--- config.mk ---
export PLATFORM = sky130hd
export DESIGN_NAME = note_lane_scheduler
export DESIGN_NICKNAME = d
export VERILOG_FILES = /design/src/rtl/note_lane_scheduler.sv
export SDC_FILE = /design/constraint.sdc
export NUM_CORES = 1
export LEC_CHECK = 0
export CAP_MARGIN = 25
export CORE_MARGIN = 4
export CORE_UTILIZATION = 41
export DETAILED_ROUTE_END_ITERATION = 10
export GPL_ROUTABILITY_DRIVEN = 1
export PLACE_DENSITY = 0.77
export RECOVER_POWER = 100
export SYNTH_ARGS = -nofsm -noshare
export SYNTH_HDL_FRONTEND = slang
export SYNTH_SLANG_ARGS = --single-unit
--- constraint.sdc ---
create_clock -name board_clk -period 4.6 [get_ports board_clk]
set_clock_uncertainty 0.15 [all_clocks]
set_input_delay 0.46 -clock board_clk [delete_from_list [all_inputs] [get_ports board_clk]]
set_output_delay 0.46 -clock board_clk [all_outputs]
set_load 0.05 [all_outputs]
--- src/rtl/note_lane_scheduler.sv ---
// note_lane_scheduler: steps a song pattern and spawns notes into three lanes
// of three slots each. Active slots advance one row per motion tick. A slot
// retires as a miss after it passes Y_MAX, or as a hit when its lane button is
// pressed while the slot is inside the hit window.
module note_lane_scheduler #(
  parameter int Y_MAX   = 520,
  parameter int SPACING = 32,
  parameter int PAT_LEN = 8,
  parameter int HIT_LO  = 440,
  parameter int HIT_HI  = 480
) (
  input  logic        board_clk,
  input  logic        reset,
  input  logic        start,
  input  logic        move_tick,
  input  logic [2:0]  btn_hit,
  input  logic [2:0]  pat_data,
  output logic [7:0]  pat_addr,
  output logic [89:0] pos_flat,
  output logic [8:0]  active,
  output logic [2:0]  hit,
  output logic [2:0]  miss,
  output logic [2:0]  overflow,
  output logic [7:0]  hit_count,
  output logic [7:0]  miss_count,
  output logic [1:0]  state,
  output logic        done
);

  localparam int DIV_W = $clog2(SPACING);

  typedef enum logic [1:0] {
    S_IDLE  = 2'b00,
    S_RUN   = 2'b01,
    S_DRAIN = 2'b10,
    S_DONE  = 2'b11
  } state_t;

  state_t             state_q, state_d;
  logic [9:0]         pos_q [9];
  logic [9:0]         pos_d [9];
  logic [8:0]         active_q, active_d;
  logic [7:0]         pat_addr_q, pat_addr_d;
  logic [DIV_W-1:0]   div_q, div_d;
  logic [2:0]         hit_q, hit_d;
  logic [2:0]         miss_q, miss_d;
  logic [2:0]         overflow_q, overflow_d;
  logic [7:0]         hit_count_q, hit_count_d;
  logic [7:0]         miss_count_q, miss_count_d;
  logic               done_q, done_d;

  logic [8:0]         cand;       // slot may be judged as a hit this cycle
  logic [8:0]         hit_slot;   // the single winning slot per pressed lane
  logic [8:0]         spawn_slot; // lowest-index free slot per lane
  logic [2:0]         lane_full;
  logic [2:0]         lane_req;   // pattern bits reordered to lane index
  logic               judging;

  // Pattern word has red in bit2; lanes are numbered with red as lane 0.
  assign lane_req = {pat_data[0], pat_data[1], pat_data[2]};
  assign judging  = (state_q == S_RUN) || (state_q == S_DRAIN);

  // Adds the number of pulsed lanes to a count, clamping at 255.
  function automatic logic [7:0] sat_add(input logic [7:0] c, input logic [2:0] p);
    logic [9:0] sum;
    sum = {2'b00, c} + {9'd0, p[0]} + {9'd0, p[1]} + {9'd0, p[2]};
    return (sum > 10'd255) ? 8'd255 : sum[7:0];
  endfunction

  // Hit judgement on pre-tick positions: deepest in-window slot wins, ties to lowest index.
  always_comb begin
    // NOTE: every variable written here gets a default first so no latch is inferred.
    cand     = '0;
    hit_slot = '0;
    for (int l = 0; l < 3; l++) begin
      for (int j = 0; j < 3; j++) begin
        cand[3*l+j] = judging && btn_hit[l] && active_q[3*l+j] &&
                      (pos_q[3*l+j] >= 10'(HIT_LO)) && (pos_q[3*l+j] <= 10'(HIT_HI));
      end
    end
    for (int l = 0; l < 3; l++) begin
      for (int j = 0; j < 3; j++) begin
        hit_slot[3*l+j] = cand[3*l+j];
        for (int k = 0; k < 3; k++) begin
          if (k != j && cand[3*l+k] &&
              ((pos_q[3*l+k] > pos_q[3*l+j]) ||
               (pos_q[3*l+k] == pos_q[3*l+j] && k < j))) begin
            hit_slot[3*l+j] = 1'b0;
          end
        end
      end
    end
  end

  // Spawn target per lane: lowest-index slot that was free at the start of the cycle.
  always_comb begin
    spawn_slot = '0;
    lane_full  = '0;
    for (int l = 0; l < 3; l++) begin
      lane_full[l] = &active_q[3*l +: 3];
      for (int j = 0; j < 3; j++) begin
        spawn_slot[3*l+j] = ~active_q[3*l+j];
        for (int k = 0; k < j; k++) begin
          if (!active_q[3*l+k]) spawn_slot[3*l+j] = 1'b0;
        end
      end
    end
  end

  // Next-state logic: FSM, slot motion/retire/hit, spawning and counters.
  always_comb begin
    state_d      = state_q;
    pos_d        = pos_q;
    active_d     = active_q;
    pat_addr_d   = pat_addr_q;
    div_d        = div_q;
    hit_d        = '0;
    miss_d       = '0;
    overflow_d   = '0;
    hit_count_d  = hit_count_q;
    miss_count_d = miss_count_q;

    unique case (state_q)
      S_IDLE: begin
        if (start) begin
          state_d      = S_RUN;
          pat_addr_d   = '0;
          div_d        = '0;
          active_d     = '0;
          hit_count_d  = '0;
          miss_count_d = '0;
          for (int s = 0; s < 9; s++) pos_d[s] = '0;
        end
      end
      S_RUN, S_DRAIN: begin
        for (int l = 0; l < 3; l++) begin
          for (int j = 0; j < 3; j++) begin
            if (hit_slot[3*l+j]) begin
              active_d[3*l+j] = 1'b0;
              pos_d[3*l+j]    = '0;
              hit_d[l]        = 1'b1;
            end else if (move_tick && active_q[3*l+j]) begin
              if (pos_q[3*l+j] == 10'(Y_MAX)) begin
                active_d[3*l+j] = 1'b0;
                pos_d[3*l+j]    = '0;
                miss_d[l]       = 1'b1;
              end else begin
                pos_d[3*l+j] = pos_q[3*l+j] + 10'd1;
              end
            end
          end
        end

        if (state_q == S_RUN && move_tick) begin
          if (div_q == '0) begin
            for (int l = 0; l < 3; l++) begin
              if (lane_req[l]) begin
                if (lane_full[l]) overflow_d[l] = 1'b1;
                for (int j = 0; j < 3; j++) begin
                  if (spawn_slot[3*l+j]) begin
                    active_d[3*l+j] = 1'b1;
                    pos_d[3*l+j]    = '0;
                  end
                end
              end
            end
            if (pat_addr_q == 8'(PAT_LEN - 1)) state_d = S_DRAIN;
            else                               pat_addr_d = pat_addr_q + 8'd1;
          end
          div_d = (div_q == DIV_W'(SPACING - 1)) ? '0 : div_q + 1'b1;
        end

        if (state_q == S_DRAIN && active_q == '0) state_d = S_DONE;

        hit_count_d  = sat_add(hit_count_q, hit_d);
        miss_count_d = sat_add(miss_count_q, miss_d);
      end
      S_DONE: begin
        if (!start) state_d = S_IDLE;
      end
      default: state_d = S_IDLE;
    endcase

    done_d = (state_d == S_DONE);
  end

  // State registers with asynchronous active-high reset.
  always_ff @(posedge board_clk or posedge reset) begin
    if (reset) begin
      state_q      <= S_IDLE;
      // NOTE: the slot position array is reset too, since the pixel logic reads it directly.
      for (int s = 0; s < 9; s++) pos_q[s] <= '0;
      active_q     <= '0;
      pat_addr_q   <= '0;
      div_q        <= '0;
      hit_q        <= '0;
      miss_q       <= '0;
      overflow_q   <= '0;
      hit_count_q  <= '0;
      miss_count_q <= '0;
      done_q       <= 1'b0;
    end else begin
      // NOTE: non-blocking assignments so every flop samples pre-edge values.
      state_q      <= state_d;
      for (int s = 0; s < 9; s++) pos_q[s] <= pos_d[s];
      active_q     <= active_d;
      pat_addr_q   <= pat_addr_d;
      div_q        <= div_d;
      hit_q        <= hit_d;
      miss_q       <= miss_d;
      overflow_q   <= overflow_d;
      hit_count_q  <= hit_count_d;
      miss_count_q <= miss_count_d;
      done_q       <= done_d;
    end
  end

  for (genvar g = 0; g < 9; g++) begin : g_pos
    assign pos_flat[10*g +: 10] = pos_q[g];
  end

  assign pat_addr   = pat_addr_q;
  assign active     = active_q;
  assign hit        = hit_q;
  assign miss       = miss_q;
  assign overflow   = overflow_q;
  assign hit_count  = hit_count_q;
  assign miss_count = miss_count_q;
  assign state      = state_q;
  assign done       = done_q;

endmodule
---- Word-level counts from Yosys, hierarchy flattened ----
Index checks and enable logic that the tools add are counted.
word-level totals
  flip-flop bits (word level) ............. 140
  bits in latches ......................... 0
  RAM bits ................................ 0
  bits in read-only memories .............. 0
  bits of input ports ..................... 10
  output and inout port bits .............. 135
  word-level logic and storage cells ...... 374
  memories kept ........................... 0
operators by class
  add/sub/neg operators ................... 17
  $mul .................................... 0
  div/mod/pow operators ................... 0
  order comparisons ....................... 38
  eq/ne operators ......................... 28
  shift-type cells ........................ 0
  multiplexer cells ....................... 186
  bitwise logic cells ..................... 6
  reduce and logical (&&, ||, !) cells .... 80
operators by type and width
  cell                     number
  $mux W10                 36
  $mux W90                 3
  $gt A10 B10 Y1           18
  $pmux W90 S2             1
  $mux W1                  111
  $add A10 B1 Y10 const B  9
  $eq A10 B10 Y1           9
  $eq A10 B10 Y1 const B   9
  $ge A10 B9 Y1 const B    9
  $le A10 B9 Y1 const B    9
  $mux W30                 3
  $logic_and A1 B1 Y1      59
  $mux W8                  6
  $pmux W8 S2              3
  $mux W9                  3
  $mux W3                  8
  $add A10 B1 Y10          2
  $add A9 B1 Y10           2
  $gt A10 B8 Y1 const B    2
  $add A8 B1 Y9            2
  $pmux W9 S2              1
  $mux W5                  3
  $mux W2                  6
  $reduce_and A3 Y1        4
  18 further kinds         37

---- Depth between registers and ports, before layout ----
  depth in word-level cells ............... 23
  depth in mapped cells ................... 21
  depth with buffers taken out ............ 20

---- Worst setup path before layout ----
Ideal clock, no wire load.
  path kind ............................... register to register
  from .................................... reg state_q[1] (netlist: state[1])
  to ...................................... reg hit_count_q[4] (netlist: hit_count[4])
  setup time .............................. 67 ps
  data arrival time ....................... 4500 ps
  data required time ...................... 4383 ps
  slack ................................... -117 ps
  cell stages (with the launch flop) ...... 21
  path buffers ............................ 1
  clock period less this slack ............ 4717 ps
  cell sequence ........................... dfrtp_1 -> inv_1 -> ha_1 -> buf_2 -> nand2_1 -> nor4b_1 -> o221ai_1 -> a31o_2 -> and3b_1 -> or3_1 -> inv_1 -> fa_1 -> inv_1 -> ha_1 -> inv_1 -> fa_1 -> nor2_1 -> and3_1 -> nand3_1 -> o31ai_1 -> a22o_1
on the way
  longest elaborated chain between the ends .. 19
  elaborated cells between the ends (all ways) .. 92
  those cells by class .................... add/sub: 3; order compare: 1; eq/ne: 3; mux: 32; reduce/logical: 53
ends and longest elaborated chain
  what                                                 RTL line  source
  start: declaration                                   39        state_t state_q, state_d;
  start signal: assignment                             204       state_q <= state_d;
  $eq A2 B1 Y1 / $eq A2 B2 Y1 (equally long branches)  61, 123
  $logic_or A1 B1 Y1                                   61        assign judging = (state_q == S_RUN) || (state_q == S_DRAIN);
  $logic_and A1 B1 Y1 (3 in series)                    77        cand[3*l+j] = judging && btn_hit[l] && active_q[3*l+j] &&
  $logic_and A1 B1 Y1                                  78        (pos_q[3*l+j] >= 10'(HIT_LO)) && (pos_q[3*l+j] <= 10'(HIT_HI));
  $logic_and A1 B1 Y1                                  85        if (k != j && cand[3*l+k] &&
  $mux W1 (2 in series)                                85
  $mux W1 (3 in series)                                138       if (hit_slot[3*l+j]) begin
  $mux W1                                              123       unique case (state_q)
  $add A8 B1 Y9                                        66        sum = {2'b00, c} + {9'd0, p[0]} + {9'd0, p[1]} + {9'd0, p[2]};
  $add A9 B1 Y10                                       66
  $add A10 B1 Y10                                      66
  $gt A10 B8 Y1                                        67        return (sum > 10'd255) ? 8'd255 : sum[7:0];
  $mux W8                                              67
  $pmux W8 S2                                          123
  end signal: assignment                               212       hit_count_q <= hit_count_d;
  end: declaration                                     48        logic [7:0] hit_count_q, hit_count_d;
Parallel ways exist; a longest one is shown, timed or not. The select of a mux whose other input is x is not followed.
A chain may end at the register's enable or synchronous reset.

---- Worst setup path after layout ----
  from .................................... reg pos_q (netlist bit pos_flat[88])
  to ...................................... reg hit_count_q[4] (netlist: hit_count[4])
on the way
  longest elaborated chain between the ends .. 13
  elaborated cells between the ends (all ways) .. 28
  those cells by class .................... add/sub: 1; order compare: 7; eq/ne: 2; mux: 10; reduce/logical: 8
ends and longest elaborated chain
  what                   RTL line  source
  start: declaration     40        logic [9:0] pos_q [9];
  $ge A10 B9 Y1          78
  $logic_and A1 B1 Y1    77
  $logic_and A1 B1 Y1    78
  $logic_and A1 B1 Y1    85
  $mux W1                85
  $mux W1 (2 in series)  138
  $mux W1 (*)            138
  $mux W1 (*)            123
  $add A10 B1 Y10 (*)    66
  $gt A10 B8 Y1          67
  $mux W8 (*)            67
  $pmux W8 S2 (*)        123
Mark *: on every way between the ends. The rest lies on a longest branch, timed or not. The select of a mux whose other input is x is not followed.

==> metrics.md <==
| Metric | Value |
|---|---|
| Crit path kind | reg2reg |
| Seq/Total Area, Yosys | 32.5% |
| H-tree levels | 4 |
| Post-synthesis instance total | 1283 |
| Fmax | 0.226 GHz |
| Starting DRT DRC Count | 1045 |
| Peak VDD IR | 356 uV |
| IO Port Bufs | 144 |
| Clk pin slew, worst setup/hold paths | 0.07 ns |
| Failing checks | max-capacitance violations, max-slew violations |
| Syn_nets | 1417 |
| Core area | 26000 sq um |
| M2 GR Usage | 38.3% |
| Final WL | 35200 um |
| Clk buf depth | 2 |
| Antenna Nets Post-Route | 0 |
| Largest stage delay, worst path | 0.41 ns |
| Layout cells sized above 1 | 10.0% |
| Maximum fanout along the worst path | 5 |
| GR Layer Usage met3 | 4.46% |
| Clk_lat worst skew | 0.44 ns |
| CTS Sinks | 140 |
| Hold Vio Cnt, Final | 0 |
| Post-DR wirelength/cell | 19.2 um |
| Final worst-path cycle share | 96.3% |
| Synth warn | 0 |
| Synthesized cell area | 10800 sq um |
| First-pass GRT wire length | 55900 um |
| Startpoint types | register |
| Flops & latches, synth | 140 |
| Post-layout util | 53.0% |
| CP Data Required Time | 4.82 ns |
| Critical path arrival | 4.65 ns |
| Pin count of the biggest net entering global routing | 105 |
| PwrDens | 490 nW/um^2 |
| Slew at the pin closest to its max-slew limit | 1.98 ns |
| RSZ-0062 raised after global routing | false |
| DR DRC count | 0 |
| Synthesized area per cell | 8.39 sq um |
| Top_reg_cell synth | dfrtp_1 |
| Post-DP HPWL | 25500 um |
| Critical path startpoint | pos_flat[88] |
| Multi-input logic area | 6790 sq um |
| Max cap viols | 3 |
| Sequential cell area | 3510 sq um |
| Crit path cell chain | inv_2, ha_1, nand4_1, a211oi_2, a311oi_1, a211o_1, and3_1, or3_4, inv_2, fa_1, inv_1, ha_1, inv_1, fa_2, nor2_2, and3_4, nand3_2, o31ai_1, a22o_1 |
| R2r startpoint | pos_flat[88] |
| RR Endpoint | hit_count[4] |
| Die X | 170 um |
| Die area | 28900 sq um |
| Row count | 59 |
| CTS Buf Count | 17 |
| Final nets | 1619 |
| Fill cells | 2399 |
| Status | finished with violations |
| Area Growth Syn to Fin | 27.8% |
| Final Slew Violations | 107 |
| Worst r2r path cells | 19 |
| # diodes | 0 |
| Ports | 145 |
| Tmin final | 4.43 ns |
| Overflow after GRT | 0 |
| Asr flop ratio synth | 100% |
| Routability cong. | 0.918 |
| Synth cell types | 80 |
| Avg Vias per Cell | 6.02 |
| Vias | 11000 |
| Final setup viols | 0 |
| Met1 Use GR | 30.8% |
| Rel. slew slack | -32.6% |
| Hold_buf cts | 0 |
| Die H | 170 um |
| Worst reg-to-reg setup slack | 0.17 ns |
| Post-synth EDFFs | 0 |
| GR peak layer | met2 |
| CTS tree | yes |
| First-pass iteration count of the detailed router | 5 |
| Crit end category | register |
| Static leakage power | 6.47 nW |
| Root buf cell | clkbuf_16 |
| Tot GR Track Use | 23.8% |
| Worst Setup EP | hit_count[4] |
| Worst Hold Class | reg2reg |
| Critical path's slowest cell | dfrtp_1 |
| Vias in the first global route | 10600 |
| Initial antenna violation count | 1 |
| Overall power | 6.74 mW |
| Initial Util | 41.4% |
==> layout by cell type, fill, tap and decap left out, types with 6 or more instances in the layout <==
master	synthesis	layout
o21ai_0	72	90
nor4_1	16	15
nand2_1	126	126
nor3_1	29	29
clkbuf_1	27	10
dfrtp_1	140	131
nand2b_1	25	25
inv_2	1	6
o31ai_1	9	8
buf_4	2	64
xnor2_1	16	16
and2_1	19	13
and4_1	8	8
a21oi_1	74	74
dlygate4sd3_1	0	137
a22o_1	19	19
xor2_1	8	8
or4_1	13	13
or3_1	7	6
o22ai_1	10	10
nor2_1	85	85
a21o_1	14	14
nand3b_1	15	15
nor2b_1	13	11
a221o_1	6	6
dfrtp_2	0	9
inv_1	106	100
and2_0	0	6
clkbuf_16	0	17
nand4_1	35	35
a31oi_1	31	31
clkdlybuf4s50_1	0	7
ha_1	120	119
a211oi_1	18	14
mux2i_1	6	6
o21ai_1	24	6
nand3_1	62	61
and3_1	29	28
==> per-stage QoR <==
step                      setup slack [ns]  hold WS [ns]  cell area [sq um]  instances  TNS, ns
after floorplan                    -0.0855         0.329              10800       1283   -0.256
after global placement             -0.0111         0.355              13000       1787  -0.0373
after detailed placement            -0.250         0.359              13000       1787    -1.67
after CTS                         0.000340         0.375              13700       1819        0
after global routing               0.00172         0.411              13800       1833        0
final                                0.171         0.371              13800       1833        0
==> power breakdown <==
part / total, mW / switching (mW) / internal (mW)
sequential: 1.66 / 0.270 / 1.39
clock: 1.54 / 0.607 / 0.936
combinational: 3.54 / 2.33 / 1.21
total: 6.74 / 3.21 / 3.53
==> registers in the layout, summed over array words and instances, names as in the netlist <==
| register | flops |
|---|---|
| hit | 3 |
| hit_count | 8 |
| div_q | 5 |
| state | 2 |
| overflow | 3 |
| pat_addr | 8 |
| miss | 3 |
| done | 1 |
| miss_count | 8 |
| active | 9 |
| pos_flat | 90 |
==> cell families (layout without fill, tap and decap cells) <==
logic type	count (synthesis)	count (layout)	share of synthesized area, %
AO/OA/AOI/OAI	333	333	20.0
XOR/XNOR	24	24	1.95
adder cells (fa/ha/maj)	124	124	14.7
buffers and inverters	146	361	5.25
flip-flops	140	140	32.5
multiplexers	9	9	0.871
AND/OR/NAND/NOR	507	507	24.7
==> worst max-delay path: cells and delay by family (launching register included) <==
family | cells | cell delay [ns]
AO/OA/AOI/OAI | 5 | 0.99
buffers and inverters | 4 | 0.32
adder cells (fa/ha/maj) | 4 | 1.25
flip-flops | 1 | 0.41
AND/OR/NAND/NOR | 6 | 1.24
==> synthesized netlist by cell type, types with 14 or more instances <==
cell	number	area [sq um]
nor4_1	16	100
inv_1	106	398
a211oi_1	18	135
nand3_1	62	310
nand2_1	126	473
o21ai_1	24	120
dfrtp_1	140	3500
nand2b_1	25	156
a31oi_1	31	194
clkbuf_1	27	101
nand3b_1	15	113
nand4_1	35	219
a22o_1	19	166
nor3_1	29	145
a21o_1	14	105
and3_1	29	181
xnor2_1	16	140
nor2_1	85	319
ha_1	120	1500
o21ai_0	72	360
a21oi_1	74	370
and2_1	19	119
==> area by class of cell <==
type / count / share of cell area, %
Clock buffer: 18 / 3.19
Tap cell: 335 / 3.04
Clock inverter: 14 / 1.51
Sequential cell: 140 / 25.5
Multi-Input combinational cell: 997 / 49.4
Timing Repair Buffer: 222 / 14.4
Inverter: 107 / 2.93
==> repair_timing <==
item                                    CTS  global route
gates resized for setup                   9            25
pin swaps                                 0             3
setup buffers                             0            11
endpoints found under the setup margin    8             8
hold endpoints to repair                  0             0
==> routing by layer <==
| layer | part of all wire [%] | up-vias |
|---|---|---|
| met3 | 7.6 | 106 |
| li1 | - | 5113 |
| met2 | 47 | 531 |
| met4 | 3.8 | 2 |
| met5 | 0.034 | - |
| met1 | 42 | 5289 |
==> worst min-delay path by stage <==
stage | startpoint | slack (ns) | endpoint | cells past startpoint
after floorplan | div_q[4] | 0.33 | div_q[4] | 2
after global placement | div_q[4] | 0.36 | div_q[4] | 2
after detailed placement | div_q[4] | 0.36 | div_q[4] | 2
after CTS | div_q[4] | 0.37 | div_q[4] | 2
after global routing | div_q[4] | 0.41 | div_q[4] | 2
final | div_q[4] | 0.37 | div_q[4] | 2
Power figures use the tool's default switching activity.
